File: src/rtl/serial_sub_ctrl.sv
// Bit-serial WIDTH-bit subtractor: one full-subtractor cell reused LSB first,
// one bit per clock, with a start/done handshake and a held result register.
module serial_sub_ctrl #(
  parameter int WIDTH = 8,
  localparam int CNT_W = $clog2(WIDTH) + 1
) (
  input  logic             clk,
  input  logic             rst_n,
  input  logic             start,
  input  logic [WIDTH-1:0] a,
  input  logic [WIDTH-1:0] b,
  input  logic             bin,
  output logic             busy,
  output logic             done,
  output logic [WIDTH-1:0] diff,
  output logic             borrow_out
);

  typedef enum logic [1:0] {S_IDLE, S_RUN, S_DONE} state_t;

  localparam logic [CNT_W-1:0] LAST_BIT = CNT_W'(WIDTH - 1);

  state_t           state_q, state_d;
  logic [CNT_W-1:0] cnt_q, cnt_d;
  logic [WIDTH-1:0] a_sh_q, a_sh_d;
  logic [WIDTH-1:0] b_sh_q, b_sh_d;
  logic [WIDTH-1:0] diff_sh_q, diff_sh_d;
  logic             br_q, br_d;
  logic [WIDTH-1:0] diff_q, diff_d;
  logic             bo_q, bo_d;
  logic             cell_d, cell_bo;

  // Returns {borrow_out, difference} of a single-bit full subtractor.
  function automatic logic [1:0] sub_cell(input logic x, input logic y, input logic bi);
    logic d, bo;
    d  = x ^ y ^ bi;
    bo = (~x & y) | (~x & bi) | (y & bi);
    return {bo, d};
  endfunction

  always_comb begin
    {cell_bo, cell_d} = sub_cell(a_sh_q[0], b_sh_q[0], br_q);
  end

  always_comb begin
    state_d   = state_q;
    cnt_d     = cnt_q;
    a_sh_d    = a_sh_q;
    b_sh_d    = b_sh_q;
    diff_sh_d = diff_sh_q;
    br_d      = br_q;
    diff_d    = diff_q;
    bo_d      = bo_q;
    case (state_q)
      S_IDLE, S_DONE: begin
        if (start) begin
          a_sh_d    = a;
          b_sh_d    = b;
          br_d      = bin;
          diff_sh_d = '0;
          cnt_d     = '0;
          state_d   = S_RUN;
        end else begin
          state_d = S_IDLE;
        end
      end
      S_RUN: begin
        diff_sh_d = {cell_d, diff_sh_q[WIDTH-1:1]};
        a_sh_d    = a_sh_q >> 1;
        b_sh_d    = b_sh_q >> 1;
        br_d      = cell_bo;
        if (cnt_q == LAST_BIT) begin
          // Publish only the complete result so diff never shows partial bits.
          diff_d  = {cell_d, diff_sh_q[WIDTH-1:1]};
          bo_d    = cell_bo;
          cnt_d   = '0;
          state_d = S_DONE;
        end else begin
          cnt_d = cnt_q + CNT_W'(1);
        end
      end
      default: state_d = S_IDLE;
    endcase
  end

  always_ff @(posedge clk) begin
    if (!rst_n) begin
      state_q   <= S_IDLE;
      cnt_q     <= '0;
      a_sh_q    <= '0;
      b_sh_q    <= '0;
      diff_sh_q <= '0;
      br_q      <= 1'b0;
      diff_q    <= '0;
      bo_q      <= 1'b0;
    end else begin
      state_q   <= state_d;
      cnt_q     <= cnt_d;
      a_sh_q    <= a_sh_d;
      b_sh_q    <= b_sh_d;
      diff_sh_q <= diff_sh_d;
      br_q      <= br_d;
      diff_q    <= diff_d;
      bo_q      <= bo_d;
    end
  end

  assign busy       = (state_q == S_RUN);
  assign done       = (state_q == S_DONE);
  assign diff       = diff_q;
  assign borrow_out = bo_q;

endmodule

File: config.mk
export PLATFORM = sky130hd
export DESIGN_NAME = serial_sub_ctrl
export DESIGN_NICKNAME = d
export VERILOG_FILES = /design/src/rtl/serial_sub_ctrl.sv
export SDC_FILE = /design/constraint.sdc
export NUM_CORES = 1
export LEC_CHECK = 0
export ABC_AREA = 1
export CELL_PAD_IN_SITES_DETAIL_PLACEMENT = 2
export CELL_PAD_IN_SITES_GLOBAL_PLACEMENT = 2
export CORE_MARGIN = 5
export CORE_UTILIZATION = 30
export CTS_CLUSTER_DIAMETER = 200
export CTS_CLUSTER_SIZE = 20
export DETAILED_ROUTE_END_ITERATION = 10
export GPL_TIMING_DRIVEN = 0
export PLACE_DENSITY_LB_ADDON = 0.2
export SYNTH_ARGS = -nofsm -noshare
export SYNTH_HDL_FRONTEND = slang
export SYNTH_SLANG_ARGS = --single-unit
File: constraint.sdc
create_clock -name clk -period 1.6 [get_ports clk]
set_input_delay 0.4 -clock clk [delete_from_list [all_inputs] [get_ports clk]]
set_output_delay 0.4 -clock clk [all_outputs]
set_load 0.03 [all_outputs]
==> reports/results.ini <==
[run_status]
outcome=complete, no violations

[layout]
multi_input_area_um2=782.0
syn2layout_area_growth_pct=30.75
nFillCells=637
num_antenna_cells=0
regArea_um2=782.0
final_util=0.4005
layout-drive-gt1-share=0.2125
nNetsFinal=261

[floorplanning]
start_util=0.3064
die_y_um=84.76
core_um2=5473
pin_count=31
die_w_um=84.76
die_area_um2=7183
row_count=27

[synth]
yosysWarnings=0
ys_seq_area_frac=0.4657
synthArstFlopShare=0
postSynthAreaPerCell_um2=8.425
synthDistinctLibCells=25
yosysMostFrequentCell=dfxtp_1
synth_common_cells=dfxtp_1 (39), nand2_1 (31), nor3_1 (28)
synth.area.top_cells=dfxtp_1 (47%), nor3_1 (8.4%), nand2_1 (6.9%), a21oi_2 (5.2%), o21ai_0 (5.1%)
yosys.area.top_type=dfxtp_1
synth_area_um2=1677
netlist_instances=199
synth_ff_type=dfxtp_1
synth-edff-count=0
syn-num-nets=221
ys_ff_latch=39
synth.top_cell.area_share=0.4657

[global_route]
grt_pass1_vias=1562
grt_pass1_wl_mm=7.755
grt.overflow.total=0
antenna_found_initial=0
grt_max_degree=12
track_usage=0.1364

[drt]
drt_iter0_drc=29
routed-via-count=1460
drtAntennaViolNets=0
drcViolationCount=0
via_per_inst=4.679
drt-pass1-iter-count=4
drt-total-wl_mm=4.416
wire_per_inst_um=14.15

[placement]
io_buffers=30
dp_hpwl_mm=3.203
routabilityCongestion=0.6995

[clock_tree]
cts-root-buf=clkbuf_8
cts_max_level=2
hold_buffers=0
cts.reportedPaths.clkPinSlew_ps=80
cts_buffer_depth=2
cts_tree=built
cts-buffers-inserted=5
cts_sinks=39
worstSkewPairLatency_ps=300

[setup_path]
cp-start-kind=flop
worst_setup_path_end_kind=output port
worstSetupPathType=flop to output port
cp_max_fo=10
crit_required_ps=1200
arrival_ps=1140

[timing]
timing.final.crit_share=0.9621
setup_violations=0
fmaxAchievable_ghz=0.6496
finalHoldViolations=0
final-max-slew-violation-count=0
maxSlewHeadroom=0.7507
worst_slew_pin_slew_ps=374.0
fin_crit_ps=1539
skew_ps=5.971

[pwr]
power_density_nw_per_um2=975.0
leakage_nw=0.8955
power.total_mw=2.137
peakVddDrop_v=0.0005061

[worst_hold_path]
hold_path.class=flop to flop

[job]
maxCapViolations=0

==> stage by stage <==
step / TNS [ps] / cell area [um2] / hold slack (ps) / worst slack, ps / instances
6_report: 0 / 2192 / 471.0 / 60.66 / 312
5_1_grt: -7.810 / 2192 / 493.8 / -7.810 / 312
4_1_cts: -175.3 / 2157 / 476.3 / -175.3 / 309
3_5_place_dp: -6633 / 2067 / 464.4 / -383.6 / 301
3_3_place_gp: -5947 / 2067 / 453.5 / -368.7 / 301
2_1_floorplan: 0 / 1677 / 440.6 / 385.8 / 199
==> layout by cell type (no fill, tap or decap), types with 6 or more instances in the layout <==
master,netlist,routed
dfxtp_1,39,38
nand2_1,31,31
nor3_1,28,28
clkdlybuf4s50_1,0,19
nor2_1,17,17
o21ai_0,17,17
nand3_1,13,13
nand2_2,10,10
a21oi_2,10,10
dlygate4sd2_1,0,9
clkbuf_8,0,7
a21oi_1,6,6
==> power breakdown <==
part | leakage [nW] | internal (mW) | switching [mW]
clock | 0.0515 | 0.394 | 0.350
combinational | 0.525 | 0.153 | 0.183
sequential | 0.319 | 1.02 | 0.0334
total | 0.895 | 1.57 | 0.566
==> critical path, stage by stage, from the launching register on <==
cell,delay (ps)
dfxtp_1,320
inv_2,70
nand2_4,80
inv_8,100
buf_8,130
buf_6,130
==> what timing repair did <==
action / CTS / global route
endpoints found under the setup margin: 12 / 4
gates resized for setup: 19 / 8
pin swaps: 0 / 1
buffers inserted: 0 / 3
==> flip-flops by register name, summed over array words and instances (netlist names) <==
| name | count |
|---|---|
| diff_sh_q | 7 |
| borrow_out | 1 |
| cnt_q | 4 |
| a_sh_q | 8 |
| b_sh_q | 8 |
| state_q | 2 |
| br_q | 1 |
| diff | 8 |
==> per-layer routing <==
metal  vias up  global-route usage  routed length [um]
met5         -                   0                   0
met4         0             0.04317                  62
met3         7             0.04612                 166
met2        19              0.2192                2076
met1       690              0.1721                2111
li1        744                   -                   -
==> area by class of cell <==
type                            count  share of cell area
Sequential cell                    39              0.3567
Multi-Input combinational cell    142              0.3567
Timing Repair Buffer               33              0.1404
Clock buffer                        8             0.04566
Tap cell                           72             0.04110
Buffer                              9             0.03938
Inverter                            9             0.01998
==> logic make-up (layout without fill, tap and decap cells) <==
logic type | count (synthesis) | after routing | share of synthesized area
buf+inv | 18 | 59 | 0.06790
fa+ha+maj | 2 | 2 | 0.01940
simple gates | 106 | 106 | 0.3216
compound gates | 34 | 34 | 0.1254
flops | 39 | 39 | 0.4657
==> path summary, 6_finish.rpt <==
path	end	cells after the start	from	slack [ps]
max	busy	5	state_q[1]	60
min	diff[7]	2	diff[7]	470
max reg2reg	diff[6]	7	cnt_q[0]	230
min reg2reg	diff[7]	2	diff[7]	470
Power figures use the tool's default switching activity.
